===== config.mk =====
export PLATFORM = sky130hd
export DESIGN_NAME = core_sequencer_flat
export DESIGN_NICKNAME = d
export VERILOG_FILES = /design/src/rtl/core_sequencer_if.sv /design/src/rtl/core_sequencer.sv /design/src/flat_wrapper.sv
export SDC_FILE = /design/constraint.sdc
export NUM_CORES = 1
export LEC_CHECK = 0
export CAP_MARGIN = 10
export CORE_UTILIZATION = 30
export DETAILED_ROUTE_END_ITERATION = 7
export PLACE_DENSITY = 0.66
export SYNTH_ARGS = -nofsm -noshare
export SYNTH_HDL_FRONTEND = slang
export SYNTH_SLANG_ARGS = --single-unit

===== constraint.sdc =====
create_clock -name clk -period 5.7 [get_ports clk]
set_input_delay 1.425 -clock clk [delete_from_list [all_inputs] [get_ports clk]]
set_output_delay 1.425 -clock clk [all_outputs]
set_load 0.02 [all_outputs]

===== src/rtl/core_sequencer_if.sv =====
// Instruction- and data-memory handshake bundle for core_sequencer.
// master: the sequencer side (drives requests/addresses).
// slave:  the memory side (drives ready and read data).
interface core_sequencer_if;
  logic        imem_req;
  logic [31:0] imem_addr;
  logic        imem_ready;
  logic [31:0] imem_rdata;
  logic        dmem_req;
  logic        dmem_we;
  logic [31:0] dmem_addr;
  logic        dmem_ready;

  modport master (
    output imem_req, imem_addr,
    input  imem_ready, imem_rdata,
    output dmem_req, dmem_we, dmem_addr,
    input  dmem_ready
  );

  modport slave (
    input  imem_req, imem_addr,
    output imem_ready, imem_rdata,
    input  dmem_req, dmem_we, dmem_addr,
    output dmem_ready
  );
endinterface


===== src/rtl/core_sequencer.sv =====
// core_sequencer: multi-cycle RV32I control FSM (fetch, decode, exec, mem, write-back).
// Optional feature macro: SEQ_PERF_CNT_EN enables the cycle and retired-instruction
// counters; when undefined both counter ports read as zero.
//
// state    | meaning
// ---------+-----------------------------------------------------------
// S_FETCH  | request instruction at pc, latch it when imem_ready
// S_DECODE | decoder / register-file read settle; system or invalid -> halt
// S_EXEC   | ALU settle; loads and stores go to S_MEM
// S_MEM    | data access; stores retire here, loads continue to S_WB
// S_WB     | register write-back, retire, pc update
// S_HALT   | absorbing stop state, left only through rst
module core_sequencer #(
  parameter logic [31:0] RESET_PC = 32'h0000_0000
) (
  input  logic               clk,
  input  logic               rst,
  core_sequencer_if.master   bus,
  output logic [31:0]        inst,
  input  logic [16:0]        full_inst,
  input  logic               rd_e,
  input  logic               jump_e,
  input  logic [31:0]        alu_result,
  input  logic               branch_taken,
  output logic               rf_we,
  output logic [1:0]         wb_sel,
  output logic [31:0]        pc,
  output logic               retire,
  output logic               halt,
  output logic [31:0]        cycle_cnt,
  output logic [31:0]        instret_cnt
);

  localparam logic [6:0] OP_LOAD   = 7'b0000011;
  localparam logic [6:0] OP_STORE  = 7'b0100011;
  localparam logic [6:0] OP_BRANCH = 7'b1100011;
  localparam logic [6:0] OP_SYSTEM = 7'b1110011;

  typedef enum logic [2:0] {
    S_FETCH, S_DECODE, S_EXEC, S_MEM, S_WB, S_HALT
  } state_t;

  state_t      state_q, state_d;
  logic [31:0] pc_q, inst_q, pc_next;
  logic        inst_load, pc_load, done, misaligned;
  logic        is_load, is_store, is_branch;

  // func7/func3 are decoded downstream; only the opcode field matters here.
  logic unused_full_inst;
  assign unused_full_inst = ^full_inst[16:7];

  assign is_load   = (inst_q[6:0] == OP_LOAD);
  assign is_store  = (inst_q[6:0] == OP_STORE);
  assign is_branch = (inst_q[6:0] == OP_BRANCH);

  assign bus.imem_addr = pc_q;
  assign bus.dmem_addr = alu_result;
  assign pc            = pc_q;
  assign inst          = inst_q;

  // Next PC by priority: jump (LSB cleared), taken branch, sequential.
  always_comb begin
    if (jump_e)
      pc_next = {alu_result[31:1], 1'b0};
    else if (is_branch && branch_taken)
      pc_next = alu_result;
    else
      pc_next = pc_q + 32'd4;
  end

  assign misaligned = (pc_next[1:0] != 2'b00);

  // State register.
  always_ff @(posedge clk) begin
    if (rst) state_q <= S_FETCH;
    else     state_q <= state_d;
  end

  // Next-state and control-output decode.
  always_comb begin
    state_d      = state_q;
    bus.imem_req = 1'b0;
    bus.dmem_req = 1'b0;
    bus.dmem_we  = 1'b0;
    rf_we        = 1'b0;
    wb_sel       = 2'd0;
    retire       = 1'b0;
    halt         = 1'b0;
    inst_load    = 1'b0;
    pc_load      = 1'b0;
    done         = 1'b0;
    case (state_q)
      S_FETCH: begin
        bus.imem_req = ~rst;
        if (bus.imem_ready) begin
          inst_load = 1'b1;
          state_d   = S_DECODE;
        end
      end
      S_DECODE: begin
        if (full_inst[6:0] == OP_SYSTEM || full_inst[6:0] == 7'd0)
          state_d = S_HALT;
        else
          state_d = S_EXEC;
      end
      S_EXEC: begin
        state_d = (is_load || is_store) ? S_MEM : S_WB;
      end
      S_MEM: begin
        bus.dmem_req = 1'b1;
        bus.dmem_we  = is_store;
        if (bus.dmem_ready) begin
          if (is_store) done = 1'b1;
          else          state_d = S_WB;
        end
      end
      S_WB: begin
        rf_we  = rd_e;
        wb_sel = is_load ? 2'd1 : (jump_e ? 2'd2 : 2'd0);
        done   = 1'b1;
      end
      S_HALT: begin
        halt = 1'b1;
      end
      default: state_d = S_FETCH;
    endcase
    // A misaligned target stops the core without retiring or moving pc.
    if (done) begin
      if (misaligned) begin
        state_d = S_HALT;
      end else begin
        retire  = 1'b1;
        pc_load = 1'b1;
        state_d = S_FETCH;
      end
    end
  end

  // PC and instruction latch.
  always_ff @(posedge clk) begin
    if (rst) begin
      pc_q   <= RESET_PC;
      inst_q <= 32'h0000_0013;
    end else begin
      if (pc_load)   pc_q   <= pc_next;
      if (inst_load) inst_q <= bus.imem_rdata;
    end
  end

`ifdef SEQ_PERF_CNT_EN
  logic [31:0] cycle_q, instret_q;

  // Free-running counters; both stop while halted and wrap naturally.
  always_ff @(posedge clk) begin
    if (rst) begin
      cycle_q   <= '0;
      instret_q <= '0;
    end else begin
      if (state_q != S_HALT) cycle_q   <= cycle_q + 32'd1;
      if (retire)            instret_q <= instret_q + 32'd1;
    end
  end

  assign cycle_cnt   = cycle_q;
  assign instret_cnt = instret_q;
`else
  assign cycle_cnt   = '0;
  assign instret_cnt = '0;
`endif

endmodule


===== src/flat_wrapper.sv =====
// flat-port wrapper written by rule: the top's interface ports become plain ports
module core_sequencer_flat 
#(
  parameter logic [31:0] RESET_PC = 32'h0000_0000
)
  (clk, rst, inst, full_inst, rd_e, jump_e, alu_result, branch_taken, rf_we, wb_sel, pc, retire, halt, cycle_cnt, instret_cnt, bus_imem_req, bus_imem_addr, bus_imem_ready, bus_imem_rdata, bus_dmem_req, bus_dmem_we, bus_dmem_addr, bus_dmem_ready);
  core_sequencer_if bus_i ();
  input  logic clk;
  input  logic rst;
  output logic [31:0] inst;
  input  logic [16:0] full_inst;
  input  logic rd_e;
  input  logic jump_e;
  input  logic [31:0] alu_result;
  input  logic branch_taken;
  output logic rf_we;
  output logic [1:0] wb_sel;
  output logic [31:0] pc;
  output logic retire;
  output logic halt;
  output logic [31:0] cycle_cnt;
  output logic [31:0] instret_cnt;
  output wire logic [$bits(bus_i.imem_req)-1:0] bus_imem_req;
  output wire logic [$bits(bus_i.imem_addr)-1:0] bus_imem_addr;
  input wire logic [$bits(bus_i.imem_ready)-1:0] bus_imem_ready;
  input wire logic [$bits(bus_i.imem_rdata)-1:0] bus_imem_rdata;
  output wire logic [$bits(bus_i.dmem_req)-1:0] bus_dmem_req;
  output wire logic [$bits(bus_i.dmem_we)-1:0] bus_dmem_we;
  output wire logic [$bits(bus_i.dmem_addr)-1:0] bus_dmem_addr;
  input wire logic [$bits(bus_i.dmem_ready)-1:0] bus_dmem_ready;
  assign bus_imem_req = bus_i.imem_req;
  assign bus_imem_addr = bus_i.imem_addr;
  assign bus_i.imem_ready = bus_imem_ready;
  assign bus_i.imem_rdata = bus_imem_rdata;
  assign bus_dmem_req = bus_i.dmem_req;
  assign bus_dmem_we = bus_i.dmem_we;
  assign bus_dmem_addr = bus_i.dmem_addr;
  assign bus_i.dmem_ready = bus_dmem_ready;
  core_sequencer #(.RESET_PC(RESET_PC)) u_core (.clk(clk), .rst(rst), .bus(bus_i), .inst(inst), .full_inst(full_inst), .rd_e(rd_e), .jump_e(jump_e), .alu_result(alu_result), .branch_taken(branch_taken), .rf_we(rf_we), .wb_sel(wb_sel), .pc(pc), .retire(retire), .halt(halt), .cycle_cnt(cycle_cnt), .instret_cnt(instret_cnt));
endmodule

# Word level (Yosys, flattened, before mapping)
# Cells that the tools add are included.
[word_totals] in_bits=88 reg_bits=67
[op_classes] n_eq_ne=13 reduce_logical=8 n_addsub=1 mux=25 n_bitwise=1
[ops] cell="$mux 32" n=2
[ops] cell="$add 32x3->32 const B" n=1
[ops] cell="$mux 3" n=7
[ops] cell="$pmux 3 s5" n=1
[ops] cell="$eq 7x7->1 const B" n=2
[ops] cell="$mux 1" n=11
[ops] cell="$ne 3x2->1 const B" n=3
[ops] cell="$eq 7x2->1 const B" n=1
[ops] cell="$eq 7x6->1 const B" n=1
[ops] cell="$logic_not 7->1" n=1
[ops] cell="$eq 3x2->1 const B" n=2
[ops] cell="$eq 3x3->1 const B" n=2
[ops] cell="$mux 2" n=3
[ops] cell="$reduce_and 4->1" n=1
[ops] cell="$eq 3x1->1 const B" n=1
[ops] cell="$logic_not 3->1" n=1
[ops] cell="$logic_or 1x1->1" n=2
[ops] cell="$ne 2x1->1 const B" n=1
[ops] cell="$pmux 1 s2" n=1
[ops] cell="$reduce_bool 2->1" n=1
[ops] cell="$reduce_or 2->1" n=1
[ops] cell="$logic_and 1x1->1" n=1
[ops] cell="$not 1->1" n=1

# Longest topological paths before layout
[depth] word_depth=7 depth_mapped=8 ltp_nobuf=7

# Worst setup path after synthesis
# Ideal clock, no wire load.
[synth_path] kind="input to output" from="in branch_taken" to="out retire" slack_ns=1.659 arrival_time_ns=2.616 cell_stages=6 path_cell_list="and4bb_4 a21o_1 buf_6 o311ai_4 nand2_4 inv_1"
[synth_via] elab_chain_len=6
[synth_lines] item="from (decl)" line_no="flat_wrapper.sv:15" text="input logic branch_taken;"
[synth_lines] item="$logic_and 1x1->1" line_no="core_sequencer.sv:65" text="else if (is_branch && branch_taken)"
[synth_lines] item="$mux 32" line_no="core_sequencer.sv:65"
[synth_lines] item="$mux 32" line_no="core_sequencer.sv:63" text="if (jump_e)"
[synth_lines] item="$reduce_bool 2->1" line_no="core_sequencer.sv:71" text="assign misaligned = (pc_next[1:0] != 2'b00);"
[synth_lines] item="$mux 1" line_no="core_sequencer.sv:129" text="if (misaligned) begin"
[synth_lines] item="$mux 1" line_no="core_sequencer.sv:128" text="if (done) begin"
[synth_lines] item="to (decl)" line_no="flat_wrapper.sv:19" text="output logic retire;"
# No other way between the ends.

# Worst setup path after layout
# Ends and elaborated chain as after synthesis.

==> impl_metrics.json <==
{
  "run_status": "finished, violations left",
  "failing_checks": "DRC",
  "grt_overflow_total": 0,
  "core.rowCount": 44,
  "critPathRequiredTime_ps": 4280,
  "synth_xor_xnor_area_share": 0,
  "vdd.ir_drop.worst_mv": 0.213,
  "antenna_cells_inserted": 0,
  "grt_first_pass_wirelength_um": 22400,
  "first_global_vias": 4172,
  "postLayoutSetupSlackWorst_ps": 881,
  "top_usage_layer": "met2",
  "critPathLaunchType": "input port",
  "ys_seq_area_frac": 0.294,
  "yosysWarnings": 0,
  "post_synth_fa_ha_maj_area_fraction": 0.00274,
  "grt_util_all_layers": 0.181,
  "dp.cells": 891,
  "insertion_delay_of_the_later_clocked_pin_in_the_worst_skew_pair_ps": 340,
  "route.antenna.remaining_nets": 0,
  "use_met3": 0.0663,
  "hold_violations": 0,
  "cts_setup_buffers": 0,
  "port-buffer-count": 213,
  "cts.htree.levels": 3,
  "synthesis.area_per_instance_um2": 7.76,
  "synthTopCellsByCount": "sky130_fd_sc_hd__buf_4, sky130_fd_sc_hd__nand2_1, sky130_fd_sc_hd__dfxtp_1, sky130_fd_sc_hd__a21oi_1, sky130_fd_sc_hd__nor2_1",
  "hold_class": "reg2reg",
  "drtPass1Iterations": 8,
  "dieArea_um2": 15700,
  "synth_cell_types": 56,
  "seq_area_um2": 1340,
  "timing_worst_setup_path_type": "in2out",
  "drv_cap": 0,
  "timing.critical_path.fanout_max": 4,
  "max_freq_ghz": 0.208,
  "totalWireLength_um": 14400,
  "synth_seq_cells": 67,
  "hold_slack_ps": 451,
  "worstReg2RegStart": "u_core.bus.imem_addr[2]$_SDFFE_PP0P_",
  "post_synth_and_or_nand_nor_area_fraction": 0.221,
  "post-synth-top-count-cell": "sky130_fd_sc_hd__buf_4",
  "final_cells": 907,
  "grtUsageMet2": 0.301,
  "post_cts.resized_instances": 0,
  "post-dp-hpwl_um": 10100,
  "netlist_top_cells_area": "sky130_fd_sc_hd__dfxtp_1, sky130_fd_sc_hd__buf_4, sky130_fd_sc_hd__nand2_1, sky130_fd_sc_hd__a21oi_1, sky130_fd_sc_hd__o311ai_0",
  "fp.coreArea_um2": 14700,
  "area_growth_syn_to_layout_pct": 40.3,
  "netlist.top_cell.by_area": "sky130_fd_sc_hd__dfxtp_1",
  "grt_antenna_before_repair": 0,
  "dr.first_iter.drc_count": 406,
  "synth_top_family_by_area": "buffers and inverters",
  "routabilityCongestion": 0.769,
  "holdPathStages": 2,
  "worstSetupEndpointType": "primary output",
  "clock_path_buffers": 2,
  "compound_gate_fraction_of_synth_area": 0.228,
  "tritoncts": "yes",
  "clockRootBuffer": "sky130_fd_sc_hd__clkbuf_16",
  "gr_layer_usage_met1": 0.213,
  "total_leakage_power_nw": 2.32,
  "cts.clk_slew.worst_paths_ps": 60,
  "tritoncts.num_buffers": 9,
  "crit-reg2reg-capture": "u_core.bus.imem_addr[24]$_SDFFE_PP0P_",
  "fin_tns_setup_ps": 0,
  "final_max_slew_viol_count": 0,
  "die-width_um": 125,
  "setup_violations": 0,
  "layout_min_cycle_time_ps": 4820,
  "layout_worst_path_cycle_share": 0.845,
  "p_total_mw": 1.85,
  "initial_utilization": 0.311,
  "dr_total_vias": 4525,
  "hold_end": "u_core.inst[30]$_SDFFE_PP0P_",
  "synth_top_cell_area_share": 0.294,
  "final_nets": 807,
  "cts_sinks": 67,
  "grt_max_degree": 71,
  "async_flop_share": 0,
  "wire_per_inst_um": 15.8,
  "post_synth_mux_area_share": 0.00219,
  "drc_errors": 18,
  "hold_buffer_count_at_cts": 0,
  "r2r.worst_path.cells": 6,
  "io-pin-count": 288,
  "chipHeight_um": 125,
  "placement_setup_slack_ps": 857,
  "cell_area_synth_um2": 4570,
  "cellPowerDensity_nw_per_um2": 288,
  "fin_worst_skew_ps": 6.58,
  "combined_area_of_the_multi_input_logic_cells_um2": 2320,
  "synth_edf_count": 0,
  "worst_ep_arrival_time_ps": 3390,
  "worstMarginPinSlew_ps": 1090,
  "layout.filler_cells": 1523,
  "avgViaCountPerCell": 4.99,
  "slew_headroom": 0.269,
  "most_common_flop_cell_mapped_by_yosys": "sky130_fd_sc_hd__dfxtp_1",
  "grt_setup_unrepaired": "false",
  "layout-drive-gt1-share": 0.0470,
  "synth_cells": 589,
  "timing.reg2reg.setup_slack_ps": 3240,
  "worst_hold_startpoint": "u_core.inst[30]$_SDFFE_PP0P_"
}
worst max-delay path: stages:
cell	delay, ps
sky130_fd_sc_hd__clkdlybuf4s50_1	400
sky130_fd_sc_hd__and4bb_4	210
sky130_fd_sc_hd__a21o_2	230
sky130_fd_sc_hd__o311ai_4	280
sky130_fd_sc_hd__nand2_4	70
sky130_fd_sc_hd__inv_1	140
sky130_fd_sc_hd__clkdlybuf4s50_1	640
power by group:
group          switching [mW]  internal (mW)  total [mW]  leakage [nW]
Combinational           0.369          0.268       0.637          1.62
Sequential             0.0679          0.528       0.596         0.545
Clock                   0.221          0.395       0.616         0.155
flip-flops by register name (all words and copies together) (netlist names):
register	cells
u_core.bus.imem_addr	32
u_core.state_q	3
u_core.inst	32
final cells by class:
type	instances	area share
Timing Repair Buffer	218	0.338
Clock inverter	6	0.0139
Inverter	7	0.00410
Tap cell	184	0.0359
Multi-Input combinational cell	415	0.362
Clock buffer	10	0.0373
Sequential cell	67	0.209
through the flow:
stage / util / cell area (um2)
detailed placement: 0.414 / 6080
global placement: 0.414 / 6080
global route: 0.436 / 6410
floorplan: - / 4800
finish: 0.436 / 6410
CTS: 0.436 / 6410
metal layers:
metal,part of all wire,vias to the layer above
met2,0.48,254
met4,0.016,0
li1,-,2187
met3,0.098,20
met5,0,-
met1,0.40,2064
cell families after synthesis:
family,after synthesis
flops,67
other cells,1
fa+ha+maj,1
mux,1
buf+inv,170
simple gates,205
compound gates,144
worst max path at each step:
stage	start	slack [ps]	end
global placement	branch_taken	860	retire
CTS	branch_taken	850	retire
floorplan	branch_taken	1660	retire
global route	bus_dmem_ready	760	retire
finish	branch_taken	880	retire
detailed placement	branch_taken	860	retire
cell usage in the layout, fill, tap and decap left out, types with 2 or more instances in the layout:
master                            Yosys  layout
sky130_fd_sc_hd__a311oi_1             2       2
sky130_fd_sc_hd__and4_1               3       3
sky130_fd_sc_hd__inv_1                7       7
sky130_fd_sc_hd__nand3b_1             2       2
sky130_fd_sc_hd__and4b_1              4       4
sky130_fd_sc_hd__clkbuf_16            0       9
sky130_fd_sc_hd__o32ai_1             13      13
sky130_fd_sc_hd__o31a_1              10      10
sky130_fd_sc_hd__nor4_1               6       6
sky130_fd_sc_hd__nor2_1              29      29
sky130_fd_sc_hd__buf_4              128       5
sky130_fd_sc_hd__nor3_1               6       6
sky130_fd_sc_hd__a22oi_1              3       3
sky130_fd_sc_hd__nand3_1             14      14
sky130_fd_sc_hd__clkdlybuf4s50_1      0     212
sky130_fd_sc_hd__o21ai_0              2       2
sky130_fd_sc_hd__dfxtp_1             67      67
sky130_fd_sc_hd__clkinvlp_4           0       2
sky130_fd_sc_hd__conb_1               1      64
sky130_fd_sc_hd__bufinv_16            0       2
sky130_fd_sc_hd__a21oi_1             52      51
sky130_fd_sc_hd__o21a_1               2       2
sky130_fd_sc_hd__o211a_1              2       2
sky130_fd_sc_hd__nor3b_1              3       3
sky130_fd_sc_hd__a31oi_1              4       4
sky130_fd_sc_hd__nand4_1             14      14
sky130_fd_sc_hd__nand2_1            101     101
sky130_fd_sc_hd__a41oi_1              2       2
sky130_fd_sc_hd__and3_1               6       6
sky130_fd_sc_hd__nand2b_1             2       2
sky130_fd_sc_hd__a32oi_1              2       2
sky130_fd_sc_hd__nor4b_1              2       2
sky130_fd_sc_hd__and2_1               4       4
sky130_fd_sc_hd__o31ai_1             14      14
sky130_fd_sc_hd__a211oi_1            12      12
sky130_fd_sc_hd__o311ai_0            13      13
Power figures use the tool's default switching activity.
